$ cat src/rtl/timer_arbiter.sv
// Round-robin arbiter sharing one interval counter among NUM_REQ requesters.
// The winner's counter runs from 0 up to its latched interval, then it gets a one-cycle done pulse.
module timer_arbiter #(
  parameter int NUM_REQ   = 4,
  parameter int CNT_WIDTH = 4
) (
  input  logic                          clk_i,
  input  logic                          rst_i,
  input  logic [NUM_REQ-1:0]            req_i,
  input  logic [NUM_REQ*CNT_WIDTH-1:0]  req_val_i,
  input  logic                          pause_i,
  input  logic                          abort_i,
  output logic [NUM_REQ-1:0]            grant_o,
  output logic                          busy_o,
  output logic [NUM_REQ-1:0]            done_o,
  output logic [CNT_WIDTH-1:0]          count_out_o,
  output logic                          rollover_flag_o
);

  // state   | meaning
  // S_IDLE  | counter free, arbitrating among requests
  // S_COUNT | counter running for the granted owner
  // S_DONE  | interval reached, done pulse to owner for one cycle
  typedef enum logic [1:0] {S_IDLE, S_COUNT, S_DONE} state_t;

  localparam int PTR_W = (NUM_REQ > 1) ? $clog2(NUM_REQ) : 1;
  localparam logic [PTR_W:0]   NR_L   = (PTR_W+1)'(NUM_REQ);
  localparam logic [PTR_W-1:0] LAST_L = PTR_W'(NUM_REQ - 1);

  state_t               state_q, state_d;
  logic [NUM_REQ-1:0]   grant_q, grant_d;
  logic [NUM_REQ-1:0]   done_q, done_d;
  logic [CNT_WIDTH-1:0] cnt_q, cnt_d;
  logic [CNT_WIDTH-1:0] val_q, val_d;
  logic [PTR_W-1:0]     ptr_q, ptr_d;
  logic [PTR_W-1:0]     own_q, own_d;

  logic [CNT_WIDTH-1:0] vals [NUM_REQ];
  logic                 win_found;
  logic [PTR_W-1:0]     win_idx;
  logic [PTR_W:0]       sum;
  logic [NUM_REQ-1:0]   win_onehot;
  logic [PTR_W-1:0]     own_next;
  logic [CNT_WIDTH-1:0] cnt_inc;

  always_comb begin
    for (int i = 0; i < NUM_REQ; i++) begin
      vals[i] = req_val_i[i*CNT_WIDTH +: CNT_WIDTH];
    end
  end

  // First set request searching upward from the pointer, wrapping modulo NUM_REQ.
  always_comb begin
    win_found = 1'b0;
    win_idx   = '0;
    sum       = '0;
    for (int i = 0; i < NUM_REQ; i++) begin
      sum = {1'b0, ptr_q} + (PTR_W+1)'(i);
      if (sum >= NR_L) sum = sum - NR_L;
      if (!win_found && req_i[sum[PTR_W-1:0]]) begin
        win_found = 1'b1;
        win_idx   = sum[PTR_W-1:0];
      end
    end
  end

  assign win_onehot = {{(NUM_REQ-1){1'b0}}, 1'b1} << win_idx;
  assign own_next   = (own_q == LAST_L) ? '0 : own_q + PTR_W'(1);
  assign cnt_inc    = cnt_q + CNT_WIDTH'(1);

  always_comb begin
    state_d = state_q;
    grant_d = grant_q;
    done_d  = '0;
    cnt_d   = cnt_q;
    val_d   = val_q;
    ptr_d   = ptr_q;
    own_d   = own_q;
    case (state_q)
      S_IDLE: begin
        if (win_found) begin
          grant_d = win_onehot;
          own_d   = win_idx;
          val_d   = vals[win_idx];
          cnt_d   = '0;
          if (vals[win_idx] == '0) begin
            state_d = S_DONE;
            done_d  = win_onehot;
          end else begin
            state_d = S_COUNT;
          end
        end
      end
      S_COUNT: begin
        // abort wins over both pause and reaching the interval
        if (abort_i) begin
          state_d = S_IDLE;
          grant_d = '0;
          cnt_d   = '0;
          ptr_d   = own_next;
        end else if (!pause_i) begin
          cnt_d = cnt_inc;
          if (cnt_inc == val_q) begin
            state_d = S_DONE;
            done_d  = grant_q;
          end
        end
      end
      S_DONE: begin
        state_d = S_IDLE;
        grant_d = '0;
        cnt_d   = '0;
        ptr_d   = own_next;
      end
      default: state_d = S_IDLE;
    endcase
  end

  always_ff @(posedge clk_i) begin
    if (rst_i) begin
      state_q <= S_IDLE;
      grant_q <= '0;
      done_q  <= '0;
      cnt_q   <= '0;
      val_q   <= '0;
      ptr_q   <= '0;
      own_q   <= '0;
    end else begin
      state_q <= state_d;
      grant_q <= grant_d;
      done_q  <= done_d;
      cnt_q   <= cnt_d;
      val_q   <= val_d;
      ptr_q   <= ptr_d;
      own_q   <= own_d;
    end
  end

  assign grant_o         = grant_q;
  assign done_o          = done_q;
  assign count_out_o     = cnt_q;
  assign busy_o          = (state_q != S_IDLE);
  assign rollover_flag_o = (state_q != S_IDLE) && (cnt_q == val_q);

endmodule

$ cat config.mk
export PLATFORM = sky130hd
export DESIGN_NAME = timer_arbiter
export DESIGN_NICKNAME = d
export VERILOG_FILES = /design/src/rtl/timer_arbiter.sv
export SDC_FILE = /design/constraint.sdc
export NUM_CORES = 1
export LEC_CHECK = 0
export ABC_CLOCK_PERIOD_IN_PS = 5600
export BUFFER_PORTS_ARGS = -buffer_cell sky130_fd_sc_hd__buf_2
export CORE_MARGIN = 2
export CORE_UTILIZATION = 35
export CTS_CLUSTER_SIZE = 40
export DETAILED_ROUTE_END_ITERATION = 7
export PLACE_DENSITY = 0.58
export REMOVE_ABC_BUFFERS = 1
export SKIP_LAST_GASP = 1
export SLEW_MARGIN = 20
export SYNTH_ARGS = -nofsm -noshare
export SYNTH_HDL_FRONTEND = slang
export SYNTH_SLANG_ARGS = --single-unit
$ cat constraint.sdc
create_clock -name clk_i -period 5.6 [get_ports clk_i]
set_input_delay 1.12 -clock clk_i [delete_from_list [all_inputs] [get_ports clk_i]]
set_output_delay 1.12 -clock clk_i [all_outputs]
set_load 0.05 [all_outputs]
; ---- After elaboration in Yosys (flattened, before gate mapping)
; Index checks and enable logic that the tools add are counted.
; W data, S select, Z words.
[op_classes]
order_cmp = 9
mul = 0
n_mux = 45
n_bitwise = 1
div_mod_pow = 0
reduce_logical = 17
addsub = 9
n_eq_ne = 9
shifts = 1
[op_table]
columns = op, count
row1 = $mux W4, 12
row2 = $mux W2, 15
row3 = $pmux W4 S3, 2
row4 = $ge A3 B3 Y1 const B, 4
row5 = $lt A2 B3 Y1 const B, 4
row6 = $reduce_and A3 Y1, 3
row7 = $bmux W1 S2, 4
row8 = $bmux W4 S2, 1
row9 = $eq A4 B4 Y1, 2
row10 = $mux W1, 8
row11 = $pmux W2 S2, 2
row12 = $pmux W4 S2, 1
row13 = $sub A2 B1 Y2 const B, 4
row14 = $add A2 B2 Y3 const B, 2
row15 = $ne A3 B3 Y1 const B, 2
row16 = $add A4 B1 Y4 const B, 1
row17 = $eq A2 B2 Y1 const B, 2
row18 = $logic_and A1 B1 Y1, 4
row19 = $logic_not A4 Y1, 1
row20 = $ne A2 B2 Y1 const B, 2
row21 = $reduce_and A2 Y1, 2
row22 = $reduce_bool A2 Y1, 2
row23 = $shl A1 B2 Y4 const A, 1
row24 = $add A2 B1 Y3 const B, 1
row25 = 7 further kinds, 9
[totals]
input_bits = 24
mem_bits_rw = 0
mem_count = 0
output_inout_bits = 14
elab_cells = 98
latch_bits = 0
rom_bits = 0
regBits = 22

; ---- Longest topological paths before layout
; Gate-level depths: netlist of run 1.
[depth]
ltp_word = 22
mapped_depth = 8
ltp_nobuf = 8

; ---- Worst setup path before layout of run 1
; No wires, ideal clock.
[synth_timing]
path_kind = flip-flop to output port
startpoint = register cnt_q[0], in the netlist count_out_o[0]
endpoint = output port rollover_flag_o
t_arrival_ps = 2416
n_path_buf = 0
required_ps = 4480
stages_incl_launch_ff = 3
slack_ps = 2064
cell_sequence = dfxtp_1 > xor2_1 > nor4_1
[synth_between]
elab_chain_len = 2
[synth_lines]
columns = element, line
row1 = from (decl), 33  ; logic [CNT_WIDTH-1:0] cnt_q, cnt_d;
row2 = from (signal assigned), 132  ; cnt_q <= cnt_d;
row3 = $eq A4 B4 Y1, 143  ; assign rollover_flag_o = (state_q != S_IDLE) && (cnt_q == val_q);
row4 = $logic_and A1 B1 Y1, 143
row5 = to (decl), 17  ; output logic rollover_flag_o
; No other way between the ends.

; ---- Final worst setup path of run 1
[layout_timing]
startpoint = input port req_i[2]
endpoint = register state_q[1]
[layout_between]
elab_chain_len = 20
word_cells_on_any_way = 32
cone_classes = eq/ne: 1 / mux: 22 / bitwise: 1 / reduce/logical: 8
[layout_lines]
columns = element, line
row1 = from (decl), 9  ; input logic [NUM_REQ-1:0] req_i,
row2 = $bmux W1 S2, 60  ; if (!win_found && req_i[sum[PTR_W-1:0]]) begin
row3 = $mux W1 (not written as such), 60
row4 = $mux W1, 60
row5 = $logic_not A1 Y1, 60
row6 = $logic_and A1 B1 Y1, 60
row7 = $mux W1, 60
row8 = $logic_not A1 Y1, 60
row9 = $logic_and A1 B1 Y1, 60
row10 = [3 not listed], n/a
row11 = $mux W2, 60
row12 = $not A2 Y3 (not written as such), 86  ; if (vals[win_idx] == '0) begin
row13 = $bmux W4 S2, 86
row14 = $mux W4 (not written as such) (2 in a row), 86
row15 = $logic_not A4 Y1, 86
row16 = $mux W2, 86
row17 = $mux W2, 81  ; if (win_found) begin
row18 = $pmux W2 S2, 79  ; case (state_q)
row19 = to (signal assigned), 129  ; state_q <= state_d;
row20 = to (decl), 30  ; state_t state_q, state_d;
; Several ways; a longest one is shown, not always the timed one. The select of a mux whose other input is x is not followed.
; A chain may end at the register's enable or synchronous reset.

==> flow_metrics.tcl, run 1 <==
set metrics [dict create \
    reg2reg_slack_ns 2.91 \
    maxSlewHeadroom_pct 38.61 \
    placed_area_sq_um 1599 \
    dominantRegCellSynth "sky130_fd_sc_hd__dfxtp_1" \
    synth.ff_latch_count 22 \
    route.top_layer_used "met4" \
    cts_max_path_buffers 2 \
    count_of_hold_buffers_inserted_by_post_cts_repair 0 \
    whs_ns 0.4759 \
    routedWlPerCell_um 14.43 \
    power.static_leakage_nw 0.7181 \
    detail_route.vias_per_cell 5.356 \
    status "finished, final reports clean" \
    cts_htree_levels 1 \
    post-synth-top-count-cell "sky130_fd_sc_hd__nand2_1" \
    clock_insertion_delay_worst_skew_ns 0.26 \
    clock-skew-final_ns 0.006535 \
    hold_path_depth 2 \
    share_of_the_synthesized_area_in_the_top_cell_type_pct 31.91 \
    period_needed_ns 3.364 \
    finalNetCount 233 \
    worst_hold_path.endpoint "grant_o[2]" \
    post-route-period-util_pct 60.07 \
    antenna_found_initial 0 \
    first_pass_iters 4 \
    vias_in_the_first_global_route 1278 \
    synth_seq_area_share_pct 31.91 \
    routedLengthMet1_um 1709 \
    drv_cap 0 \
    hold_viol_final 0 \
    drc_violation_count_after_routing 0 \
    yosys.cell_types.count 38 \
    critPathKind "in -> reg" \
    async_flop_share_pct 0 \
    place.port_buffers 37 \
    cts.sink_count 22 \
    cts_setup_buffers 0 \
    clock_edge_transition_at_the_registers_on_the_reported_setup_and_hold_paths_ns 0.08 \
    post_route_cells_drive_above_1_share_pct 23.76 \
    synth.avg_cell_area_sq_um 8.215 \
    die_area_sq_um 4462 \
    setup_violations 0 \
    ys.warnings.count 0 \
    ff2ff_path_depth 5 \
    area.growth.synth_to_final_pct 21.85 \
    ctsRootBufferMaster "sky130_fd_sc_hd__clkbuf_8" \
    arrival_ns 3.53 \
    cp-start-kind "input port" \
    initial_core_util_pct 37.14 \
    place.gp.congestion 0.8496 \
    cts-resized-gates 0 \
    synth_area_leaders "sky130_fd_sc_hd__dfxtp_1, sky130_fd_sc_hd__nand2_1, sky130_fd_sc_hd__ha_1, sky130_fd_sc_hd__nor2_1, sky130_fd_sc_hd__nand3_1" \
    stdcell_area_sq_um 1682 \
    timing.hold.worst.class "reg -> reg" \
    grt-ovfl-total 0 \
    grt_usage_pct 17.45 \
    power.ir.vdd_worst_uv 229.2 \
    postSynthCellCount 168 \
    final_number_of_max_transition_violations 0 \
    synth_common_cells "sky130_fd_sc_hd__nand2_1, sky130_fd_sc_hd__dfxtp_1, sky130_fd_sc_hd__nor2_1, sky130_fd_sc_hd__nand3_1, sky130_fd_sc_hd__a21oi_1" \
    drt_iter0_markers 84 \
    detailroute.via_count 1339 \
    antenna-diode-count 0 \
    power.density_nw_per_um2 367.5 \
    die_w_um 66.80 \
    cts-buffers-inserted 3 \
    critical_path.reg2reg.startpoint "ptr_q[1]" \
    fp.coreArea_sq_um 3716 \
    finalWirelength_um 3608 \
    setup-tns-final_ns 0 \
    design_power_total_mw 0.6179 \
    number_of_enable_type_register_cells_in_the_synthesized_netlist 0 \
    ant_nets 0 \
    crit_fanout 13 \
    ioPinCount 38 \
    synth_area_leader_cell "sky130_fd_sc_hd__dfxtp_1" \
    timing_worst_slew_pin_value_ns 0.9081 \
    grt_setup_unrepaired "no" \
    detailroute.wirelength.met3_um 115 \
    grt_first_pass_wirelength_um 5865 \
    synth.cell_area_sq_um 1380 \
    min-delay-start "grant_o[2]" \
    chipHeight_um 66.80 \
    setup.worst_path.end_class "register" \
    met2_length_um 1745 \
    grt_start_max_net_pins 21 \
    maxClockFrequency_ghz 0.2973 \
    tritoncts "built" \
    placement_row_count 22 \
    dp_hpwl_um 2790 \
    r2r-end "state_q[1]" \
    crit_required_ns 5.77 \
]
[layer usage]
metal / GRT usage (%) / up-vias
met5: 0 / -
met4: 4.847 / 0
met3: 4.392 / 4
met2: 29.75 / 17
met1: 21.65 / 638
li1: - / 680
[critical path: stages]
cell,delay (ns)
sky130_fd_sc_hd__buf_2,0.14
sky130_fd_sc_hd__nor2b_1,0.15
sky130_fd_sc_hd__or4_1,0.72
sky130_fd_sc_hd__and3_1,0.28
sky130_fd_sc_hd__a211o_1,0.29
sky130_fd_sc_hd__a2111o_1,0.53
sky130_fd_sc_hd__a2111oi_4,0.31
[state kept, by name, indices dropped and copies added (netlist names)]
| name | count |
|---|---|
| grant_o | 4 |
| count_out_o | 4 |
| state_q | 2 |
| own_q | 2 |
| done_o | 4 |
| val_q | 4 |
| ptr_q | 2 |
[cells by family (layout without fill, tap and decap cells)]
group,Yosys count,after routing,synth area share [%]
mux,5,5,3.627
flops,22,22,31.91
xor+xnor,10,10,6.346
buf+inv,10,44,2.720
fa+ha+maj,6,6,5.440
simple gates,81,81,29.38
compound gates,34,34,20.58
[power breakdown]
| part | switching, mW | leakage, nW | internal, mW |
|---|---|---|---|
| Combinational | 0.173 | 0.503 | 0.0967 |
| Clock | 0.0514 | 0.0357 | 0.0955 |
| Sequential | 0.0210 | 0.179 | 0.180 |
| Total | 0.246 | 0.718 | 0.372 |
[per-stage QoR]
| stage | cells | util, % | setup slack, ns |
|---|---|---|---|
| CTS | 250 | 44.95 | 2.278 |
| detailed placement | 246 | 43.03 | 1.992 |
| global placement | 246 | 43.03 | 2.075 |
| finish | 250 | 45.25 | 2.236 |
| global route | 250 | 45.25 | 2.168 |
| floorplan | 161 | - | 2.064 |
[placed cells by master (no fill, tap or decap), types with 5 or more instances in the layout]
cell type                  n
sky130_fd_sc_hd__nand3_1  11
sky130_fd_sc_hd__xnor2_1   5
sky130_fd_sc_hd__dfxtp_1  22
sky130_fd_sc_hd__a21oi_1   9
sky130_fd_sc_hd__nor2b_1   5
sky130_fd_sc_hd__nor3_1    6
sky130_fd_sc_hd__ha_1      6
sky130_fd_sc_hd__mux2i_1   5
sky130_fd_sc_hd__xor2_1    5
sky130_fd_sc_hd__nor2_1   16
sky130_fd_sc_hd__nand2_1  23
sky130_fd_sc_hd__buf_2    37
[final cells by class]
type	instances	area (sq um)
well taps	48	60.06
repair buffers	37	185.2
clock inverters	1	30.03
inverters	3	11.26
flip-flops and latches	22	440.4
fillers	379	2034
clock buffers	3	41.29
multi-input cells	136	913.4
[how the worst max path moves through the flow]
stage,from,to
after floorplan,count_out_o[0],rollover_flag_o
after global placement,req_i[2],state_q[1]
after detailed placement,req_i[2],state_q[1]
after CTS,req_i[2],state_q[1]
after global routing,req_i[2],state_q[1]
final,req_i[2],state_q[1]
No activity file was read; power rests on OpenSTA's default activity.
==> inputs of run 2 (changes only) <==
ABC_AREA = 1   (was not set)
ABC_CLOCK_PERIOD_IN_PS = 3100   (was 5600)
PLACE_DENSITY = 0.57   (was 0.58)
clock period = 3.1 ns   (was 5.6 ns; I/O delays follow)
==> flow_metrics.tcl, run 2 <==
set metrics [dict create \
    power.static_leakage_nw 0.9911 \
    grt_setup_unrepaired "no" \
    total_of_fill_cells_in_the_finished_design 475 \
    sequential_cell_area_sq_um 440.4 \
    fp.coreArea_sq_um 4384 \
    synth_area_leaders "sky130_fd_sc_hd__dfxtp_1, sky130_fd_sc_hd__nand2_1, sky130_fd_sc_hd__nand3_1, sky130_fd_sc_hd__inv_1, sky130_fd_sc_hd__a21oi_1" \
    synth_seq_area_share_pct 27.61 \
    antenna-diode-count 0 \
    initial_core_util_pct 36.39 \
    critical_path.reg2reg.startpoint "ptr_q[0]" \
    synth.cell_area_sq_um 1595 \
    setup-tns-final_ns 0 \
    fraction_of_the_core_area_covered_by_cells_at_the_end_of_the_flow_pct 42.75 \
    clock_insertion_delay_worst_skew_ns 0.26 \
    post-route-period-util_pct 75.83 \
    timing.hold.worst.class "reg -> reg" \
    cts-resized-gates 0 \
    status "finished, final reports clean" \
    number_of_enable_type_register_cells_in_the_synthesized_netlist 0 \
    design_power_total_mw 2.241 \
    crit_required_ns 3.29 \
    grt_usage_pct 15.47 \
    area.growth.synth_to_final_pct 17.49 \
    grt_start_max_net_pins 18 \
    reg2reg_slack_ns 0.75 \
    tritoncts "built" \
    multi_input_logic_area_sq_um 1008 \
    hold_path_depth 2 \
    synthMuxAreaShare_pct 0 \
    layout.cells.most_common_list "sky130_fd_sc_hd__nand2_1, sky130_fd_sc_hd__buf_2, sky130_fd_sc_hd__inv_1" \
    chipHeight_um 71.51 \
    final_number_of_max_transition_violations 0 \
    detail_route.vias_per_cell 4.662 \
    place.gp.congestion 0.8025 \
    worst_hold_path.endpoint "done_o[1]" \
    finalNetCount 316 \
    vias_in_the_first_global_route 1440 \
    drt_iter0_markers 95 \
    ctsRootBufferMaster "sky130_fd_sc_hd__clkbuf_8" \
    worst_path_most_repeated_cell "sky130_fd_sc_hd__nand2_1" \
    synth_top_family_by_area "simple AND/OR/NAND/NOR gates" \
    synth.ff_latch_count 22 \
    drv_cap 0 \
    first_pass_iters 4 \
    post_synth_and_or_nand_nor_area_fraction_pct 43.53 \
    synthXorXnorAreaFrac_pct 2.745 \
    power.ir.vdd_worst_uv 567.5 \
    cp-start-kind "register" \
    synth_compound_gate_area_share_pct 12.24 \
    met2_length_um 1612 \
    maxClockFrequency_ghz 0.4254 \
    ioPinCount 38 \
    clock_edge_transition_at_the_registers_on_the_reported_setup_and_hold_paths_ns 0.08 \
    dominantRegCellSynth "sky130_fd_sc_hd__dfxtp_1" \
    synth_common_cells "sky130_fd_sc_hd__nand2_1, sky130_fd_sc_hd__inv_1, sky130_fd_sc_hd__nand3_1, sky130_fd_sc_hd__dfxtp_1, sky130_fd_sc_hd__a21oi_1" \
    place.port_buffers 37 \
    arrival_ns 2.54 \
    synth.avg_cell_area_sq_um 6.433 \
    count_of_hold_buffers_inserted_by_post_cts_repair 0 \
    cpPeakStageDelay_ns 0.58 \
    routedLengthMet1_um 1980 \
    crit_path_cell_trace "inv_2 -> nand2_1 -> nand2_1 -> nand2_4 -> nand2_4 -> nor2_8 -> nand3_4 -> nand2_4 -> nand2_2 -> nand2_1 -> nand2_1 -> nand2_1 -> nand2_1 -> nor2_4 -> nand3_1 -> a21oi_1" \
    share_of_the_synthesized_area_in_the_top_cell_type_pct 27.61 \
    post-synth-top-count-cell "sky130_fd_sc_hd__nand2_1" \
    die_w_um 71.51 \
    antenna_found_initial 0 \
    die_area_sq_um 5114 \
    drc_violation_count_after_routing 0 \
    clock-skew-final_ns 0.001637 \
    crit_path_top_delay_cell "sky130_fd_sc_hd__dfxtp_1" \
    power.density_nw_per_um2 1196 \
    period_needed_ns 2.351 \
    grt_first_pass_wirelength_um 6575 \
    cts_htree_levels 1 \
    cts.sink_count 22 \
    route.top_layer_used "met3" \
    setup.worst_path.end_class "register" \
    detailroute.wirelength.met3_um 177 \
    postSynthCellCount 248 \
    cts_max_path_buffers 2 \
    cts-buffers-inserted 3 \
    synthAdderAreaFrac_pct 4.706 \
    placement_row_count 24 \
    crit_fanout 12 \
    synth_area_leader_cell "sky130_fd_sc_hd__dfxtp_1" \
    ant_nets 0 \
    maxSlewHeadroom_pct 63.71 \
    routedWlPerCell_um 11.19 \
    cts_setup_buffers 0 \
    ff2ff_path_depth 16 \
    yosys.cell_types.count 30 \
    post_route_cells_drive_above_1_share_pct 23.16 \
    critPathKind "reg -> reg" \
    layout_commonest_cell "sky130_fd_sc_hd__nand2_1" \
    grt-ovfl-total 0 \
    min-delay-start "grant_o[1]" \
    timing_worst_slew_pin_value_ns 0.5387 \
    detailroute.via_count 1571 \
    ys.warnings.count 0 \
    setup_violations 0 \
    finalWirelength_um 3770 \
    dp_hpwl_um 2970 \
    r2r-end "done_o[3]" \
    async_flop_share_pct 0 \
    hold_viol_final 0 \
]
[run 2: layout make-up]
type / instances / area share [%]
clock buffer: 4 / 2.937
inverter: 32 / 6.409
multi-input combinational: 190 / 53.81
timing repair buffer: 37 / 9.880
tap: 52 / 3.471
sequential: 22 / 23.50
[run 2: per-layer routing]
metal	track usage [%]	vias to the layer above
li1	-	865
met1	22.96	663
met2	24.28	43
met3	1.688	0
met4	3.145	0
met5	0	-
[run 2: cells by family after synthesis]
logic type,count (synthesis)
adders and majority gates,6
xor gates and xnor gates,5
DFF,22
and+or+nand+nor,143
AOI/OAI and AO/OA,36
buffers and inverters,36
[run 2: report_power, final]
group          switching (mW)  internal (mW)
Combinational            1.12          0.472
Sequential             0.0801          0.367
Clock                  0.0928          0.113
[run 2: how the worst max path moves through the flow]
stage | start | to | cells past startpoint
after floorplan | count_out_o[1] | rollover_flag_o | 4
after global placement | req_i[1] | done_o[1] | 16
after detailed placement | req_i[3] | done_o[0] | 16
after CTS | ptr_q[0] | done_o[0] | 16
after global routing | ptr_q[0] | state_q[1] | 14
final | ptr_q[0] | done_o[3] | 16
[run 2: per-stage QoR]
stage | std cells | setup WS, ns | area [sq um] | hold WS, ns
2_1_floorplan | 244 | 0.04485 | 1569 | 0.4570
3_3_place_gp | 333 | 0.7033 | 1819 | 0.4763
3_5_place_dp | 333 | 0.7149 | 1819 | 0.4773
4_1_cts | 337 | 0.7366 | 1874 | 0.4887
5_1_grt | 337 | 0.4437 | 1874 | 0.5111
6_report | 337 | 0.7492 | 1874 | 0.4926
[run 2: critical path: cells and delay by family (launching register included)]
family,cells,cell delay (ns)
compound gates,1,0.13
buf+inv,1,0.15
flops,1,0.58
simple gates,14,1.42
